## config.mk

```make
export PLATFORM = sky130hd
export DESIGN_NAME = object_centroid_scanner_flat
export DESIGN_NICKNAME = d
export VERILOG_FILES = /design/src/rtl/object_centroid_scanner_if.sv /design/src/rtl/object_centroid_scanner.sv /design/src/flat_wrapper.sv
export SDC_FILE = /design/constraint.sdc
export NUM_CORES = 1
export LEC_CHECK = 0
export BUFFER_PORTS_ARGS = -buffer_cell sky130_fd_sc_hd__clkbuf_2
export CAP_MARGIN = 0
export CORE_MARGIN = 2
export CORE_UTILIZATION = 29
export DETAILED_ROUTE_END_ITERATION = 7
export GPL_ROUTABILITY_DRIVEN = 0
export GPL_TIMING_DRIVEN = 0
export MAX_ROUTING_LAYER = met4
export PLACE_DENSITY = 0.47
export SLEW_MARGIN = 20
export SYNTH_ARGS = -nofsm -noshare
export SYNTH_HDL_FRONTEND = slang
export SYNTH_SLANG_ARGS = --single-unit
```

## constraint.sdc

```tcl
create_clock -name clk -period 6.2 [get_ports clk]
set_clock_uncertainty 0.05 [all_clocks]
set_input_delay 0.31 -clock clk [delete_from_list [all_inputs] [get_ports clk]]
set_output_delay 0.31 -clock clk [all_outputs]
set_load 0.01 [all_outputs]
```

## src/rtl/object_centroid_scanner_if.sv

```systemverilog
// Result record channel of object_centroid_scanner: one {id, area, cx, cy} record per transfer.
// A record moves on the rising edge where out_valid and out_ready are both 1; the master holds it stable until then.
`ifndef LBL_WIDTH
`define LBL_WIDTH 8
`endif
`ifndef LOC_SIZE
`define LOC_SIZE 16
`endif

interface object_centroid_scanner_if #(
  parameter int LBL_WIDTH = `LBL_WIDTH,
  parameter int LOC_SIZE  = `LOC_SIZE
);
  logic                 out_valid;
  logic                 out_ready;
  logic [LBL_WIDTH-1:0] out_id;
  logic [LOC_SIZE-1:0]  out_area;
  logic [LOC_SIZE-1:0]  out_cx;
  logic [LOC_SIZE-1:0]  out_cy;

  modport master (
    output out_valid, out_id, out_area, out_cx, out_cy,
    input  out_ready
  );

  modport slave (
    input  out_valid, out_id, out_area, out_cx, out_cy,
    output out_ready
  );
endinterface

```

## src/rtl/object_centroid_scanner.sv

```systemverilog
// Sweeps the labeling stage's object table after each frame and emits one centroid record per object.
// Define MIN_AREA_FILTER_EN to also drop objects whose area is below MIN_AREA.
`ifndef LBL_WIDTH
`define LBL_WIDTH 8
`endif
`ifndef LOC_SIZE
`define LOC_SIZE 16
`endif

module object_centroid_scanner #(
  parameter int LBL_WIDTH = `LBL_WIDTH,
  parameter int LOC_SIZE  = `LOC_SIZE,
  parameter int RD_LAT    = 2,
  parameter int MIN_AREA  = 4
) (
  input  logic                      clk,
  input  logic                      reset_n,
  input  logic                      start,
  input  logic [LBL_WIDTH-1:0]      num_labels,
  output logic [LBL_WIDTH-1:0]      obj_id,
  input  logic [LOC_SIZE-1:0]       obj_area,
  input  logic [LOC_SIZE-1:0]       obj_x,
  input  logic [LOC_SIZE-1:0]       obj_y,
  object_centroid_scanner_if.master res,
  output logic                      busy,
  output logic                      done,
  output logic [2:0]                dbg_state
);

  typedef enum logic [2:0] {
    IDLE    = 3'd0,
    FETCH   = 3'd1,
    CAPTURE = 3'd2,
    DIVIDE  = 3'd3,
    EMIT    = 3'd4,
    NEXT    = 3'd5
  } state_t;

  // One counter serves both the table read wait and the divider bit index.
  localparam int CNT_MAX = (RD_LAT > LOC_SIZE) ? RD_LAT : LOC_SIZE;
  localparam int CNT_W   = $clog2(CNT_MAX + 1);

  state_t               state_q, state_d;
  logic [CNT_W-1:0]     cnt_q;
  logic [LBL_WIDTH-1:0] num_labels_q;
  logic [LOC_SIZE-1:0]  area_q, xq_q, yq_q, xr_q, yr_q;

  logic                 skip, fetch_last, div_last, id_last, sweep_empty;
  logic [LBL_WIDTH-1:0] id_inc;
  logic [LOC_SIZE:0]    x_sh, y_sh;
  logic [LOC_SIZE-1:0]  x_sub, y_sub, xq_d, yq_d, xr_d, yr_d;
  logic                 x_ge, y_ge;

`ifdef MIN_AREA_FILTER_EN
  assign skip = (obj_area == '0) || (obj_area < LOC_SIZE'(MIN_AREA));
`else
  assign skip = (obj_area == '0);
`endif

  assign fetch_last  = (cnt_q == CNT_W'(RD_LAT - 1));
  assign div_last    = (cnt_q == CNT_W'(LOC_SIZE - 1));
  assign id_inc      = obj_id + LBL_WIDTH'(1);
  assign id_last     = (id_inc == num_labels_q);
  assign sweep_empty = (num_labels <= LBL_WIDTH'(1));

  // Restoring divider step: the quotient bit shifts into the dividend register as its MSB leaves.
  always_comb begin
    x_sh  = {xr_q, xq_q[LOC_SIZE-1]};
    y_sh  = {yr_q, yq_q[LOC_SIZE-1]};
    x_ge  = (x_sh >= {1'b0, area_q});
    y_ge  = (y_sh >= {1'b0, area_q});
    x_sub = x_sh[LOC_SIZE-1:0] - area_q;
    y_sub = y_sh[LOC_SIZE-1:0] - area_q;
    xr_d  = x_ge ? x_sub : x_sh[LOC_SIZE-1:0];
    yr_d  = y_ge ? y_sub : y_sh[LOC_SIZE-1:0];
    xq_d  = {xq_q[LOC_SIZE-2:0], x_ge};
    yq_d  = {yq_q[LOC_SIZE-2:0], y_ge};
  end

  always_ff @(posedge clk or negedge reset_n) begin
    if (!reset_n) state_q <= IDLE;
    else          state_q <= state_d;
  end

  always_comb begin
    state_d = state_q;
    case (state_q)
      IDLE:    if (start && !sweep_empty) state_d = FETCH;
      FETCH:   if (fetch_last) state_d = CAPTURE;
      CAPTURE: state_d = skip ? NEXT : DIVIDE;
      DIVIDE:  if (div_last) state_d = EMIT;
      EMIT:    if (res.out_ready) state_d = NEXT;
      NEXT:    state_d = id_last ? IDLE : FETCH;
      default: state_d = IDLE;
    endcase
  end

  assign busy          = (state_q != IDLE);
  assign res.out_valid = (state_q == EMIT);
  assign dbg_state     = state_q;

  always_ff @(posedge clk or negedge reset_n) begin
    if (!reset_n) begin
      obj_id       <= '0;
      num_labels_q <= '0;
      cnt_q        <= '0;
      area_q       <= '0;
      xq_q         <= '0;
      yq_q         <= '0;
      xr_q         <= '0;
      yr_q         <= '0;
      done         <= 1'b0;
      res.out_id   <= '0;
      res.out_area <= '0;
      res.out_cx   <= '0;
      res.out_cy   <= '0;
    end else begin
      done <= 1'b0;
      case (state_q)
        IDLE: begin
          if (start) begin
            if (sweep_empty) begin
              done <= 1'b1;
            end else begin
              obj_id       <= LBL_WIDTH'(1);
              num_labels_q <= num_labels;
              cnt_q        <= '0;
            end
          end
        end
        FETCH: cnt_q <= cnt_q + CNT_W'(1);
        CAPTURE: begin
          area_q <= obj_area;
          xq_q   <= obj_x;
          yq_q   <= obj_y;
          xr_q   <= '0;
          yr_q   <= '0;
          cnt_q  <= '0;
        end
        DIVIDE: begin
          xq_q  <= xq_d;
          yq_q  <= yq_d;
          xr_q  <= xr_d;
          yr_q  <= yr_d;
          cnt_q <= cnt_q + CNT_W'(1);
          if (div_last) begin
            res.out_id   <= obj_id;
            res.out_area <= area_q;
            res.out_cx   <= xq_d;
            res.out_cy   <= yq_d;
          end
        end
        NEXT: begin
          obj_id <= id_inc;
          cnt_q  <= '0;
          if (id_last) done <= 1'b1;
        end
        default: ;
      endcase
    end
  end

endmodule
```

## src/flat_wrapper.sv

```systemverilog
// flat-port wrapper written by rule: the top's interface ports become plain ports
module object_centroid_scanner_flat 
#(
  parameter int LBL_WIDTH = `LBL_WIDTH,
  parameter int LOC_SIZE  = `LOC_SIZE,
  parameter int RD_LAT    = 2,
  parameter int MIN_AREA  = 4
)
  (clk, reset_n, start, num_labels, obj_id, obj_area, obj_x, obj_y, busy, done, dbg_state, res_out_valid, res_out_id, res_out_area, res_out_cx, res_out_cy, res_out_ready);
  object_centroid_scanner_if #(.LBL_WIDTH(LBL_WIDTH), .LOC_SIZE(LOC_SIZE)) res_i ();
  input  logic clk;
  input  logic reset_n;
  input  logic start;
  input  logic [LBL_WIDTH-1:0] num_labels;
  output logic [LBL_WIDTH-1:0] obj_id;
  input  logic [LOC_SIZE-1:0] obj_area;
  input  logic [LOC_SIZE-1:0] obj_x;
  input  logic [LOC_SIZE-1:0] obj_y;
  output logic busy;
  output logic done;
  output logic [2:0] dbg_state;
  output wire logic [$bits(res_i.out_valid)-1:0] res_out_valid;
  output wire logic [$bits(res_i.out_id)-1:0] res_out_id;
  output wire logic [$bits(res_i.out_area)-1:0] res_out_area;
  output wire logic [$bits(res_i.out_cx)-1:0] res_out_cx;
  output wire logic [$bits(res_i.out_cy)-1:0] res_out_cy;
  input wire logic [$bits(res_i.out_ready)-1:0] res_out_ready;
  assign res_out_valid = res_i.out_valid;
  assign res_out_id = res_i.out_id;
  assign res_out_area = res_i.out_area;
  assign res_out_cx = res_i.out_cx;
  assign res_out_cy = res_i.out_cy;
  assign res_i.out_ready = res_out_ready;
  object_centroid_scanner #(.LBL_WIDTH(LBL_WIDTH), .LOC_SIZE(LOC_SIZE), .RD_LAT(RD_LAT), .MIN_AREA(MIN_AREA)) u_core (.clk(clk), .reset_n(reset_n), .start(start), .num_labels(num_labels), .obj_id(obj_id), .obj_area(obj_area), .obj_x(obj_x), .obj_y(obj_y), .res(res_i), .busy(busy), .done(done), .dbg_state(dbg_state));
endmodule
```

==> out/results.md <==
### Outcome
• **status** finished clean

### Final layout
• **leading cell types in the layout, fill and taps excluded** dfrtp_1 (161), nand2_1 (151), clkbuf_2 (129)
• **fill cell instance count of the final layout** 3068
• **leading cell type in the layout, fill and taps excluded** dfrtp_1
• **nets** 1155
• **Area growth syn-to-layout** 20.4%
• **count of non-filler cells in the finished layout** 1461
• **share of cells above drive strength 1** 0.223

### Floorplanning
• **Vert. Die Dim** 179 microns
• **Die Area** 31900 sq um
• **# IOs** 130
• **core area** 29800 sq um
• **floorplan row count** 63
• **effective utilization at floorplan** 0.297
• **horizontal extent of the die** 179 microns

### Detailed routing
• **Avg WL per Cell** 18.7 microns
• **Via density** 5.04
• **drt drc** 0
• **count of nets left with antenna violations after detail routing** 0
• **total routed wirelength** 27.3 mm
• **violation count after the first detailed-route iteration** 474
• **vias post-DR** 7366
• **first-pass iteration count of the detailed router** 7

### Yosys
• **Cell Area, Synth** 8840 sq um
• **synthesized instance count** 906
• **area share of fa/ha/maj cells after synthesis** 0.0555
• **post-synthesis simple-gate area fraction** 0.147
• **complex-gate fraction of the synthesized area** 0.175
• **post-synthesis area per instance** 9.75 sq um
• **number of nets produced by synthesis** 1004
• **Async SR Flop Fraction** 1.00
• **fraction of the yosys area taken by sequential cells** 0.456
• **count of state elements after synthesis** 161
• **share of the synthesized netlist area taken by xor and xnor gates** 0.0347
• **Synth Warn #** 0
• **share of cell area taken by muxes after synthesis** 0.0964
• **post-synthesis cell type count** 64
• **combinational family with the most area after synthesis** compound AO/OA/AOI/OAI gates
• **ys flop type** dfrtp_1
• **number of enable flip-flop cells after synthesis** 0

### Worst setup path
• **Worst Path Arrival** 3290 ps
• **Worst Path Max Fanout** 10
• **startpoint class of the critical path** flip-flop
• **slowest stage delay, CP** 700 ps
• **CP Cell Sequence** clkbuf_1 > nand2b_1 > clkbuf_1 > clkbuf_1 > buf_1 > nand2_1 > o31ai_1
• **depth of the most critical reg-to-reg path** 7
• **Setup CP Type** reg2reg
• **Critical Path RT** 6470 ps
• **Max stage delay cell, worst path** clkbuf_1
• **crit-path most repeated cell** clkbuf_1
• **type of destination of the critical path** flip-flop

### CTS
• **insertion delay to the later sink of the worst-skew pair** 440 ps
• **number of clock sinks seen by CTS** 161
• **TritonCTS Buffers** 17
• **Root Buffer Master** clkbuf_16
• **Longest Clk Path Bufs** 2
• **CTS tree** done
• **CTS clock-pin slew for the worst setup and hold paths** 70 ps
• **maximum level of the CTS H-tree** 4
• **Gates resized, CTS repair** 0
• **post-CTS repair timing setup buffer count** 0

### Power
• **reported leakage power** 0.00499 uW
• **Power Density** 625 nW/um^2
• **Max IR drop VDD** 0.000237 V

### Worst hold path
• **class of the worst hold path** in2reg
• **worst hold path stage count** 3

### Global route
• **global router's overall resource usage** 0.182
• **global-route wire length before repair** 43.1 mm
• **pin count of the biggest net entering global routing** 59
• **global route total overflow** 0
• **number of global-route vias before repair** 7371
• **antenna violations before repair** 1

### Timing
• **actual slew at the worst max-slew pin** 908 ps
• **unrepaired setup endpoints after global routing** no
• **final critical path time including I/O delays and setup** 3020 ps
• **part of the cycle the worst path needs** 0.487
• **remaining max-slew budget at the tightest pin** 0.394
• **final worst hold slack** 44.4 ps
• **count of final setup violators** 0
• **summed negative setup slack over all endpoints** 0 ps
• **highest attainable clock frequency** 331 MHz
• **final setup margin** 3180 ps
• **number of max-slew violations in the final report** 0
• **final hold viol count** 0

### Placement
• **IO buf count** 129
• **placed wire-length estimate after detailed placement** 20.6 mm
• **dpl ws** 3250 ps
• **number of cells after detailed placement** 1427

### Flow run
• **Maximum Capacitance Violations** 0

-- where the power goes --
| part | internal [uW] | switching, uW | total (uW) |
|---|---|---|---|
| clock network | 540 | 514 | 1050 |
| logic | 1460 | 2240 | 3700 |
| registers | 1530 | 358 | 1890 |
| total | 3540 | 3110 | 6650 |
-- state kept, by name, indices dropped and copies added, names as in the netlist --
| name | flops |
|---|---|
| u_core.yr_q | 16 |
| u_core.dbg_state | 3 |
| u_core.num_labels_q | 8 |
| u_core.res.out_area | 16 |
| u_core.res.out_cx | 16 |
| u_core.xr_q | 16 |
| u_core.cnt_q | 5 |
| u_core.done | 1 |
| u_core.xq_q | 16 |
| u_core.res.out_id | 8 |
| u_core.obj_id | 8 |
| u_core.yq_q | 16 |
| u_core.area_q | 16 |
| u_core.res.out_cy | 16 |
-- through the flow --
stage	instance area [sq um]	power (uW)	utilization
global placement	9970	5570	0.335
global route	10600	7220	0.357
detailed placement	10000	5600	0.337
finish	10600	6650	0.357
floorplan	8840	4430	-
CTS	10600	6680	0.357
-- layout make-up --
cell class	instances	area, sq um	area share
multi-input combinational	670	4490	0.422
sequential	161	4030	0.379
timing repair buffer	132	719	0.0676
tap	390	488	0.0459
clock buffer	17	425	0.0400
buffer	47	211	0.0199
clock inverter	15	165	0.0155
inverter	28	105	0.00988
antenna	1	2.50	0.000235
-- critical path: cells and delay by family, from the launching register on --
family                 cells  cell delay [ps]
buffers and inverters      4             2080
AOI/OAI and AO/OA          1              110
DFF                        1              410
and+or+nand+nor            2              230
-- cell usage after synthesis (13+ instances only) --
cell / number / share of area
clkbuf_1: 27 / 0.011
a21oi_1: 36 / 0.020
nor3_1: 20 / 0.011
o211ai_1: 16 / 0.014
nand4_1: 15 / 0.011
nor2_1: 31 / 0.013
nand2_1: 151 / 0.064
mux2_2: 49 / 0.062
nand2b_1: 13 / 0.0092
dfrtp_1: 161 / 0.46
xor2_1: 13 / 0.013
xnor2_1: 22 / 0.022
inv_1: 28 / 0.012
mux2i_1: 30 / 0.034
ha_1: 36 / 0.051
o21ai_0: 98 / 0.056
nand3_1: 19 / 0.011
-- final timing paths --
| check | startpoint | to | slack (ps) |
|---|---|---|---|
| setup / recovery | u_core.dbg_state[1] | u_core.yr_q[8] | 3180 |
| hold / removal | obj_area[11] | u_core.area_q[11] | 40 |
| setup reg to reg | u_core.dbg_state[1] | u_core.yr_q[8] | 3180 |
| hold reg to reg | u_core.res.out_area[1] | u_core.res.out_area[1] | 440 |
| max in group asynchronous | reset_n | u_core.xq_q[0] | 5100 |
| min in group asynchronous | reset_n | u_core.num_labels_q[5] | 330 |
-- repair_timing --
| action | in CTS | in global routing |
|---|---|---|
| setup endpoints to repair | 0 | 0 |
| endpoints found under the hold margin | 49 | 0 |
| hold buffers | 1 | 0 |
-- cells by family after synthesis --
family | count (synthesis)
AO/OA/AOI/OAI | 232
XOR/XNOR | 35
adder cells (fa/ha/maj) | 38
buffers and inverters | 75
flip-flops | 161
multiplexers | 79
AND/OR/NAND/NOR | 286
-- per-layer routing --
metal | track usage | share of wire | vias to the layer above
met5 | - | 0 | -
met4 | 0.0369 | 0.0094 | 0
met3 | 0.0335 | 0.047 | 17
met2 | 0.270 | 0.44 | 197
met1 | 0.260 | 0.50 | 3594
li1 | - | - | 3558
No activity file was read; power rests on OpenSTA's default activity.
